### src/rtl/vtg_pkg.sv
// rtl/vtg_pkg.sv - shared types and constants for the video timing/pattern generator
package vtg_pkg;

  localparam int VTG_CNT_WIDTH = 16;

  typedef enum logic [1:0] {
    IDLE   = 2'd0,
    ACTIVE = 2'd1,
    HBLANK = 2'd2,
    VBLANK = 2'd3
  } vtg_state_e;

  typedef enum logic [1:0] {
    PAT_XRAMP   = 2'd0,
    PAT_DIAG    = 2'd1,
    PAT_NIBBLE  = 2'd2,
    PAT_CHECKER = 2'd3
  } vtg_pat_e;

endpackage

### src/rtl/vtg_pattern.sv
// rtl/vtg_pattern.sv - combinational test-pattern pixel function of (x, y, frame parity, pattern)
module vtg_pattern
  import vtg_pkg::*;
#(
  parameter int PIXEL_WIDTH = 8,
  parameter int CNT_WIDTH   = VTG_CNT_WIDTH
) (
  input  logic [CNT_WIDTH-1:0]   x_i,
  input  logic [CNT_WIDTH-1:0]   y_i,
  input  logic                   frame_odd_i,
  input  vtg_pat_e               pattern_i,
  output logic [PIXEL_WIDTH-1:0] pix_o
);

  localparam logic [CNT_WIDTH-1:0] CNT_ONE = CNT_WIDTH'(1);

  logic [PIXEL_WIDTH-1:0] w_base;

  // Base pattern value; all arithmetic truncates (or zero-extends) to the pixel width.
  always_comb begin
    w_base = '0;
    case (pattern_i)
      PAT_XRAMP:   w_base = PIXEL_WIDTH'(x_i + CNT_ONE);
      PAT_DIAG:    w_base = PIXEL_WIDTH'(x_i + y_i);
      PAT_NIBBLE:  w_base = PIXEL_WIDTH'({y_i[3:0], x_i[3:0]});
      PAT_CHECKER: w_base = (x_i[3] ^ y_i[3]) ? '1 : '0;
      default:     w_base = '0;
    endcase
  end

  // Odd frames may be inverted so that consecutive frames can be told apart.
  always_comb begin
    pix_o = w_base ^ {PIXEL_WIDTH{frame_odd_i}};
  end

endmodule

### src/rtl/vtg_pattern_gen.sv
// rtl/vtg_pattern_gen.sv - video frame generator (do/de/hs/vs); optional VTG_PATTERN_GEN_FRAME_INV_EN inverts odd frames
module vtg_pattern_gen
  import vtg_pkg::*;
#(
  parameter int PIXEL_WIDTH = 8,
  parameter int CNT_WIDTH   = VTG_CNT_WIDTH,
  parameter int DE_PERIOD   = 0
) (
  input  logic                   clk,
  input  logic                   rst_n,
  input  logic                   start_i,
  input  logic                   stop_i,
  input  logic [CNT_WIDTH-1:0]   cfg_w_i,
  input  logic [CNT_WIDTH-1:0]   cfg_h_i,
  input  logic [CNT_WIDTH-1:0]   cfg_hblank_i,
  input  logic [CNT_WIDTH-1:0]   cfg_vblank_i,
  input  logic [CNT_WIDTH-1:0]   cfg_frames_i,
  input  logic [1:0]             pattern_i,
  output logic [PIXEL_WIDTH-1:0] do_o,
  output logic                   de_o,
  output logic                   hs_o,
  output logic                   vs_o,
  output logic                   busy_o,
  output logic                   done_o
);

  localparam int                   SLOT     = (DE_PERIOD < 1) ? 1 : DE_PERIOD;
  localparam int                   SUB_W    = (SLOT > 1) ? $clog2(SLOT) : 1;
  localparam logic [SUB_W-1:0]     SUB_LAST = SUB_W'(SLOT - 1);
  localparam logic [SUB_W-1:0]     SUB_ONE  = SUB_W'(1);
  localparam logic [CNT_WIDTH-1:0] CNT_ONE  = CNT_WIDTH'(1);
  localparam logic [CNT_WIDTH:0]   WIDE_ONE = (CNT_WIDTH + 1)'(1);
  localparam logic [CNT_WIDTH-1:0] CNT_MAX  = '1;

  vtg_state_e             r_state, w_state_nxt;
  logic [CNT_WIDTH-1:0]   r_x, r_y, r_frame, r_bcnt;
  logic [CNT_WIDTH-1:0]   w_x_nxt, w_y_nxt, w_frame_nxt, w_bcnt_nxt;
  logic [SUB_W-1:0]       r_sub, w_sub_nxt;
  logic                   r_stop, w_stop_nxt;
  logic [CNT_WIDTH-1:0]   r_cfg_w, r_cfg_h, r_cfg_hb, r_cfg_vb, r_cfg_fr;
  logic [CNT_WIDTH-1:0]   w_cfg_w_nxt, w_cfg_h_nxt, w_cfg_hb_nxt, w_cfg_vb_nxt, w_cfg_fr_nxt;
  vtg_pat_e               r_pat, w_pat_nxt;
  logic                   w_done_nxt;
  logic                   w_line_end, w_frame_end, w_hb_end, w_vb_end, w_last_frame;
  logic                   w_frame_odd;
  logic [PIXEL_WIDTH-1:0] w_pix;
  logic [PIXEL_WIDTH-1:0] w_do_nxt;
  logic                   w_de_nxt, w_hs_nxt, w_vs_nxt, w_busy_nxt;

  // Position and blanking-length decodes against the latched configuration.
  always_comb begin
    w_line_end   = (r_x == r_cfg_w - CNT_ONE);
    w_frame_end  = (r_y == r_cfg_h - CNT_ONE);
    w_hb_end     = (({1'b0, r_bcnt} + WIDE_ONE) >= {1'b0, r_cfg_hb});
    w_vb_end     = (({1'b0, r_bcnt} + WIDE_ONE) >= {1'b0, r_cfg_vb});
    w_last_frame = (r_cfg_fr != '0) && (({1'b0, r_frame} + WIDE_ONE) == {1'b0, r_cfg_fr});
  end

  // Next-state and next-counter logic; registered outputs are derived from these next values.
  always_comb begin
    w_state_nxt  = r_state;
    w_x_nxt      = r_x;
    w_y_nxt      = r_y;
    w_sub_nxt    = r_sub;
    w_frame_nxt  = r_frame;
    w_bcnt_nxt   = r_bcnt;
    w_stop_nxt   = r_stop | stop_i;
    w_cfg_w_nxt  = r_cfg_w;
    w_cfg_h_nxt  = r_cfg_h;
    w_cfg_hb_nxt = r_cfg_hb;
    w_cfg_vb_nxt = r_cfg_vb;
    w_cfg_fr_nxt = r_cfg_fr;
    w_pat_nxt    = r_pat;
    w_done_nxt   = 1'b0;
    case (r_state)
      IDLE: begin
        w_stop_nxt = 1'b0;
        if (start_i) begin
          w_cfg_w_nxt  = cfg_w_i;
          w_cfg_h_nxt  = cfg_h_i;
          w_cfg_hb_nxt = cfg_hblank_i;
          w_cfg_vb_nxt = cfg_vblank_i;
          w_cfg_fr_nxt = cfg_frames_i;
          w_pat_nxt    = vtg_pat_e'(pattern_i);
          w_x_nxt      = '0;
          w_y_nxt      = '0;
          w_sub_nxt    = '0;
          w_frame_nxt  = '0;
          w_bcnt_nxt   = '0;
          if ((cfg_w_i == '0) || (cfg_h_i == '0)) begin
            w_done_nxt = 1'b1;
          end else begin
            w_state_nxt = ACTIVE;
            w_stop_nxt  = stop_i;
          end
        end
      end
      ACTIVE: begin
        if (r_sub == SUB_LAST) begin
          w_sub_nxt = '0;
          if (w_line_end) begin
            w_x_nxt     = '0;
            w_bcnt_nxt  = '0;
            w_state_nxt = w_frame_end ? VBLANK : HBLANK;
          end else begin
            w_x_nxt = r_x + CNT_ONE;
          end
        end else begin
          w_sub_nxt = r_sub + SUB_ONE;
        end
      end
      HBLANK: begin
        if (w_hb_end) begin
          w_bcnt_nxt  = '0;
          w_y_nxt     = r_y + CNT_ONE;
          w_state_nxt = ACTIVE;
        end else begin
          w_bcnt_nxt = r_bcnt + CNT_ONE;
        end
      end
      VBLANK: begin
        if (w_vb_end) begin
          w_bcnt_nxt = '0;
          if (w_last_frame || r_stop || stop_i) begin
            w_state_nxt = IDLE;
            w_done_nxt  = 1'b1;
          end else begin
            w_state_nxt = ACTIVE;
            w_y_nxt     = '0;
            w_frame_nxt = (r_frame == CNT_MAX) ? r_frame : r_frame + CNT_ONE;
          end
        end else begin
          w_bcnt_nxt = r_bcnt + CNT_ONE;
        end
      end
      default: w_state_nxt = IDLE;
    endcase
  end

`ifdef VTG_PATTERN_GEN_FRAME_INV_EN
  assign w_frame_odd = w_frame_nxt[0];
`else
  assign w_frame_odd = 1'b0;
`endif

  vtg_pattern #(
    .PIXEL_WIDTH (PIXEL_WIDTH),
    .CNT_WIDTH   (CNT_WIDTH)
  ) u_pattern (
    .x_i         (w_x_nxt),
    .y_i         (w_y_nxt),
    .frame_odd_i (w_frame_odd),
    .pattern_i   (w_pat_nxt),
    .pix_o       (w_pix)
  );

  // Output values for the coming cycle, decoded from the next state.
  always_comb begin
    w_hs_nxt   = (w_state_nxt != ACTIVE);
    w_vs_nxt   = (w_state_nxt == ACTIVE) || (w_state_nxt == HBLANK);
    w_de_nxt   = (w_state_nxt == ACTIVE) && (w_sub_nxt == SUB_LAST);
    w_busy_nxt = (w_state_nxt != IDLE);
    w_do_nxt   = (w_state_nxt == ACTIVE) ? w_pix : '0;
  end

  // FSM state register.
  always_ff @(posedge clk or negedge rst_n) begin
    if (!rst_n) begin
      r_state <= IDLE;
    end else begin
      r_state <= w_state_nxt;
    end
  end

  // Position counters, sticky stop and configuration latched at run start.
  always_ff @(posedge clk or negedge rst_n) begin
    if (!rst_n) begin
      r_x      <= '0;
      r_y      <= '0;
      r_sub    <= '0;
      r_frame  <= '0;
      r_bcnt   <= '0;
      r_stop   <= 1'b0;
      r_cfg_w  <= '0;
      r_cfg_h  <= '0;
      r_cfg_hb <= '0;
      r_cfg_vb <= '0;
      r_cfg_fr <= '0;
      r_pat    <= PAT_XRAMP;
    end else begin
      r_x      <= w_x_nxt;
      r_y      <= w_y_nxt;
      r_sub    <= w_sub_nxt;
      r_frame  <= w_frame_nxt;
      r_bcnt   <= w_bcnt_nxt;
      r_stop   <= w_stop_nxt;
      r_cfg_w  <= w_cfg_w_nxt;
      r_cfg_h  <= w_cfg_h_nxt;
      r_cfg_hb <= w_cfg_hb_nxt;
      r_cfg_vb <= w_cfg_vb_nxt;
      r_cfg_fr <= w_cfg_fr_nxt;
      r_pat    <= w_pat_nxt;
    end
  end

  // Registered video and status outputs.
  always_ff @(posedge clk or negedge rst_n) begin
    if (!rst_n) begin
      do_o   <= '0;
      de_o   <= 1'b0;
      hs_o   <= 1'b1;
      vs_o   <= 1'b0;
      busy_o <= 1'b0;
      done_o <= 1'b0;
    end else begin
      do_o   <= w_do_nxt;
      de_o   <= w_de_nxt;
      hs_o   <= w_hs_nxt;
      vs_o   <= w_vs_nxt;
      busy_o <= w_busy_nxt;
      done_o <= w_done_nxt;
    end
  end

endmodule

### config.mk
export PLATFORM = sky130hd
export DESIGN_NAME = vtg_pattern_gen
export DESIGN_NICKNAME = d
export VERILOG_FILES = /design/src/rtl/vtg_pkg.sv /design/src/rtl/vtg_pattern.sv /design/src/rtl/vtg_pattern_gen.sv
export SDC_FILE = /design/constraint.sdc
export NUM_CORES = 1
export LEC_CHECK = 0
export BUFFER_PORTS_ARGS = -buffer_cell sky130_fd_sc_hd__buf_2
export CORE_MARGIN = 4
export CORE_UTILIZATION = 61
export CTS_CLUSTER_SIZE = 8
export DETAILED_ROUTE_END_ITERATION = 10
export MAX_ROUTING_LAYER = met4
export PLACE_DENSITY = 0.78
export SYNTH_ARGS = -nofsm -noshare
export SYNTH_HDL_FRONTEND = slang
export SYNTH_HIERARCHICAL = 1
export SYNTH_SLANG_ARGS = --single-unit
### constraint.sdc
create_clock -name clk -period 6 [get_ports clk]
set_clock_uncertainty 0.05 [all_clocks]
set_input_delay 0.6 -clock clk [delete_from_list [all_inputs] [get_ports clk]]
set_output_delay 0.6 -clock clk [all_outputs]
set_load 0.01 [all_outputs]
; ---- Word level (Yosys, flattened, before mapping)
; Index checks and enable logic that the tools add are counted.
[word_totals]
elab_cells = 114
ramBits = 0
memories = 0
ff_bits = 163
latch_bits = 0
output_inout_bits = 13
mem_bits_ro = 0
[classes]
div = 0
magnitude_cmp = 2
n_mux = 44
n_bitwise = 3
addsub = 11
reduce_logical = 16
n_eq_ne = 19
mul = 0
n_shift = 0
[op_table]
columns = operator, n
row1 = $mux 16, 15
row2 = $add 16x1->16 const B, 4
row3 = $pmux 16 s2, 2
row4 = $pmux 16 s4, 1
row5 = $pmux 16 s3, 1
row6 = $add 16x1->17 const B, 2
row7 = $ge 17x16->1, 2
row8 = $eq 16x16->1, 2
row9 = $logic_not 16->1, 2
row10 = $pmux 8 s4, 1
row11 = $sub 16x1->16 const B, 2
row12 = $eq 17x16->1, 1
row13 = $eq 16x16->1 const B, 1
row14 = $mux 2, 8
row15 = $mux 8, 2
row16 = $reduce_bool 16->1, 1
row17 = $ne 2x2->1 const B, 6
row18 = $mux 1, 11
row19 = $eq 2x2->1 const B, 5
row20 = $add 8x1->8 const B, 1
row21 = $add 8x8->8, 1
row22 = $pmux 2 s4, 1
row23 = $eq 2x1->1 const B, 3
row24 = $reduce_and 5->1, 1
row25 = other kinds (12), 19

; ---- Depth between registers and ports, before layout
[logic_depth]
word_depth = 12
mapped_depth = 26
depth_no_buf = 24

; ---- Modules after synthesis
; Netlist, hierarchy kept.
[modules_own_cells]
columns = mod, instances, cells_per_inst, seq_area_each_um2, area_each_um2
row1 = vtg_pattern_gen, 1, 1101, 4080.2, 10181.0
row2 = vtg_pattern, 1, 95, 0.0, 676.9

; ---- Worst setup path before layout
; OpenSTA, ideal clock, no wires.
[synth_timing]
path_type = reg2reg
start = register r_bcnt[2]
end = register do_o[6]
n_path_buf = 2
stages_incl_launch_ff = 24
arrival_ns = 5.065
period_less_slack_ns = 5.234
required_ns = 5.831
setup_time_ns = 0.119
path_slack_ns = 0.766
path_cell_list = dfrtp_1 > clkbuf_1 > and3_1 > nand3_1 > nor2_1 > nand3_1 > xnor2_1 > ha_1 > nand4_1 > o211a_1 > o211ai_1 > nor3b_1 > o21a_1 > clkbuf_1 > o22ai_1 > or3_1 > ha_1 > fa_1 > a211oi_1 > o21bai_1 > mux2_2 > nor2_1 > o21ai_0 > and2_1
[synth_between]
word_cells_on_any_way = 15
[synth_rtl]
columns = item, line
row1 = "start, declared", vtg_pattern_gen.sv:36  ; logic [CNT_WIDTH-1:0] r_x, r_y, r_frame, r_bcnt;
row2 = "start signal, assigned", vtg_pattern_gen.sv:195  ; r_bcnt <= w_bcnt_nxt;
row3 = $add 16x1->17 *, "vtg_pattern_gen.sv:54, vtg_pattern_gen.sv:55"
row4 = "$ge 17x16->1, on equally long branches", "vtg_pattern_gen.sv:55, vtg_pattern_gen.sv:54"
row5 = "$mux 16, on equally long branches", "vtg_pattern_gen.sv:122, vtg_pattern_gen.sv:113"
row6 = $pmux 16 s3 *, vtg_pattern_gen.sv:75  ; case (r_state)
row7 = named net w_y_nxt[0], vtg_pattern_gen.sv:37  ; logic [CNT_WIDTH-1:0] w_x_nxt, w_y_nxt, w_frame_nxt, w_bcnt_nxt;
row8 = $add 8x8->8 *, vtg_pattern.sv:24  ; PAT_DIAG: w_base = PIXEL_WIDTH'(x_i + y_i);
row9 = $pmux 8 s4 *, vtg_pattern.sv:22  ; case (pattern_i)
row10 = named net w_pix[6], vtg_pattern_gen.sv:46  ; logic [PIXEL_WIDTH-1:0] w_pix;
row11 = $mux 8 *, vtg_pattern_gen.sv:163  ; w_do_nxt = (w_state_nxt == ACTIVE) ? w_pix : '0;
row12 = named net w_do_nxt[6], vtg_pattern_gen.sv:47  ; logic [PIXEL_WIDTH-1:0] w_do_nxt;
row13 = "end signal, assigned", vtg_pattern_gen.sv:216  ; do_o <= w_do_nxt;
row14 = "end, declared", vtg_pattern_gen.sv:19  ; output logic [PIXEL_WIDTH-1:0] do_o,
; The timed path passes the listed nets; every way through them passes the cells marked *.
; A chain may end at the register's enable or synchronous reset.

; ---- Final worst setup path
[layout_timing]
start = register r_bcnt[0]
end = register do_o[6]
; Same word-level chain as after synthesis.

==> results.md <==
- Clock share of power: 0.220
- Port Buffers: 98
- Share of power burned in registers: 0.368
- Drt initial violations: 688
- Gp weighted congestion: a little over 0.9
- Post-layout util: 0.694
- Total power: 4.78 mW
- CP Cell Sequence: ha_1, nand4_1, nor2_1, nand3_1, xnor2_1, ha_1, a21o_1, a211oi_1, o21ai_0, a21o_1, a21oi_1, o22ai_1, or3_1, ha_1, fa_1, a211oi_1, o21bai_1, mux2_2, nor2_1, o21ai_0, and2_1
- Fmax: 0.183 GHz
- Gate Count Post-Synth: 1196
- Largest net degree at the start of global routing: 105
- WL final: 26800 um
- RSZ-0062 raised after global routing: false
- Worst Setup Path Type: flip-flop to flip-flop
- Register bit total from synthesis: 163
- Setup violators final: 0
- Post-synth top flop: dfrtp_1
- Slowest CP cell: dfrtp_1
- Status: finished, final reports clean
- Met3 WL: 1260 um
- First-pass DRT Iterations: 5
- Die H: roughly 140 um
- Synth unique cells: 91
- Post-route ant nets: 0
- Sw frac: 0.391
- Post-DP HPWL: 19300 um
- Vias in the first global route: a little over 9000
- Critical path buffers and inverters: 0
- Fin nets: 1406
- Headroom to the max-slew limit: 0.311
- Crit path max fanout: 20
- Met1 WL: roughly 12000 um
- Final min period: 5460 ps
- DP Cell Count: 1474
- Pwr Density: 396 mW/mm2
- Logic pwr share: 0.412
- Peak VDD IR: 241 uV
- Chip width: 141 um
- Worst slew pin tran: 1020 ps
- Max_cap viols: 0
- Final Hold Slack: 199 ps
- Number of H-tree levels: 4
- Vias per cell: 6.19
- Num CTS Buffers: 17
- Leakage: 5.27 nW
- Fin. max-slew vios: 0
- Final hold vios: 0
- First-pass GRT wire length: roughly 45000 um
- Synth Area per Inst: 9.08 um2
- Initial antenna violation count: 0
- Data arrival, critical path: 5730 ps
- GRT Util Overall: 0.282
- Startpoint type of the worst setup path: flip-flop
- Final cell count without fillers: 1504
- Synth Cell Area: 0.0109 mm2
- CP Capture Type: flip-flop
- Hold Crit Class: primary input to asynchronous set/reset pin
- Clk_lat worst skew: 430 ps
- Most frequent CP cell: ha_1
- Cell Rows: 48
- CTS tree: built
- Sw power: roughly 1.9 mW
- Area growth syn-to-layout: 10.9%
- Asr flop ratio synth: 1.00
- Sequential fraction of the synthesis area: 0.376
- CTS Hold Bufs: 0
- Fin crit share: 0.911
- DRC: 0
- Critical path data required time: 6260 ps
- P_int: 2.91 mW
- Crit path depth: 21
- Reg2Reg Depth: 21
- Number of setup buffers added after CTS: 0
- Metal2 WL: 12900 um
- Yosys warnings: 6
- Total core area: 0.0174 mm2
- Max clock buf depth: 2
- Clock sinks: 163
- Top-Level Pins: 99
- Die ar.: about 0.02 mm2
- Post-CTS resize count: 0
- Top Family by Delay on Critical Path: compound AO/OA/AOI/OAI gates
- Via count: 9309
- Number of flops mapped to enable cells by yosys: 0
- Initial Util: 0.626
- Clock slew at reported path FFs: 60 ps
- Routed WL per cell: 17.8 um
- Fin Setup TNS: 0 ps
- Uppermost layer routed: met4
- Remaining Overflow, GRT: 0
- Share of cells above drive strength 1: 0.171
- Root Driver: clkbuf_16
- CP peak stage delay: 460 ps
- Number of diodes: 0
[worst reg2reg max path: stages, from the launching register on]
cell      delay [ps]
dfrtp_1          460
ha_1             290
nand4_1          230
nor2_1           240
nand3_1          120
xnor2_1          300
ha_1             310
a21o_1           160
a211oi_1         290
o21ai_0          140
a21o_1           380
a21oi_1          220
o22ai_1          130
or3_1            400
ha_1             240
fa_1             430
a211oi_1         240
o21bai_1         150
mux2_2           290
nor2_1            70
o21ai_0           70
and2_1           160
[layer usage]
layer  track usage  vias up
met2         0.447      244
li1              -     4496
met1         0.383     4536
met5             -        -
met4        0.0712        0
met3        0.0435       33
[area by class of cell]
type	instances	area, um2
Fill cell	1397	5310
Clock inverter	10	113
Multi-Input combinational cell	900	6270
Clock buffer	20	437
Timing Repair Buffer	109	579
Tap cell	225	282
Sequential cell	163	4080
Inverter	77	289
[sequential cells by signal (all words and copies together), names as in the netlist, 2 cells and up]
name / cells
r_bcnt: 16
r_cfg_fr: 16
r_cfg_h: 16
r_cfg_hb: 16
r_cfg_vb: 16
r_cfg_w: 16
r_frame: 16
r_x: 16
r_y: 16
do_o: 8
r_pat: 2
r_state: 2
[logic make-up after synthesis]
kind of cell | count (synthesis) | synth area share
other cells | 1 | 0.000345
flops | 163 | 0.376
mux | 61 | 0.0615
buf+inv | 137 | 0.0492
simple gates | 412 | 0.206
fa+ha+maj | 52 | 0.0606
compound gates | 294 | 0.182
xor+xnor | 76 | 0.0638
[stage by stage]
| step | cell area (um2) | setup slack (ps) |
|---|---|---|
| floorplan | 10900 | 766 |
| detailed placement | 11500 | 616 |
| global placement | 11500 | 688 |
| global route | 12000 | 43.3 |
| finish | 12000 | 535 |
| CTS | 12000 | 585 |
[cell usage after synthesis (all sizes together) (9+ instances only)]
cell	count	share of area
xnor2	54	0.044
dfrtp	162	0.37
and3	23	0.014
ha	51	0.059
and4	9	0.0073
inv	76	0.026
mux2	46	0.048
o211ai	19	0.013
nor3	21	0.0097
o21ai	95	0.044
or3	11	0.0063
buf	12	0.0060
a21oi	43	0.020
nor2	59	0.020
nand4	29	0.017
nor4	23	0.015
a21o	23	0.016
and2	25	0.014
a31oi	12	0.0069
nand3	37	0.017
a211oi	20	0.014
nand2	109	0.038
or4	14	0.010
xor2	20	0.016
mux2i	15	0.014
clkbuf	48	0.017
[final timing paths]
path	startpoint	to	slack (ps)
setup / recovery	r_bcnt[0]$_DFFE_PN0P_	do_o[6]$_DFF_PN0_	540
hold / removal	rst_n	r_cfg_hb[5]$_DFFE_PN0P_	200
setup reg to reg	r_bcnt[0]$_DFFE_PN0P_	do_o[6]$_DFF_PN0_	540
hold reg to reg	r_stop$_DFF_PN0_	r_stop$_DFF_PN0_	470
max in group asynchronous	rst_n	r_y[0]$_DFF_PN0_	4320
min in group clk	cfg_vblank_i[5]	r_cfg_vb[5]$_DFFE_PN0P_	320
[placed cells by master (no fill, tap or decap), types with 22 or more instances in the layout]
cell | Yosys | layout
o21ai_0 | 81 | 81
a21oi_1 | 42 | 42
a21o_1 | 23 | 23
inv_1 | 76 | 76
nor2_1 | 59 | 59
dfrtp_1 | 162 | 162
mux2_2 | 46 | 46
nand4_1 | 29 | 29
ha_1 | 51 | 51
buf_2 | 4 | 97
nand3_1 | 37 | 37
and2_1 | 25 | 24
and3_1 | 22 | 22
nand2_1 | 109 | 109
xnor2_1 | 54 | 54
[power groups by stage]
stage                     logic (mW)  registers (mW)  clock network [mW]
final                           1.97            1.76                1.05
after global routing            2.21            1.81                1.11
after CTS                       1.96            1.75                1.07
after detailed placement        1.94            1.77                   0
after global placement          1.90            1.75                   0
after floorplan                 1.50            1.68                   0
(Power assumes the default switching activity.)
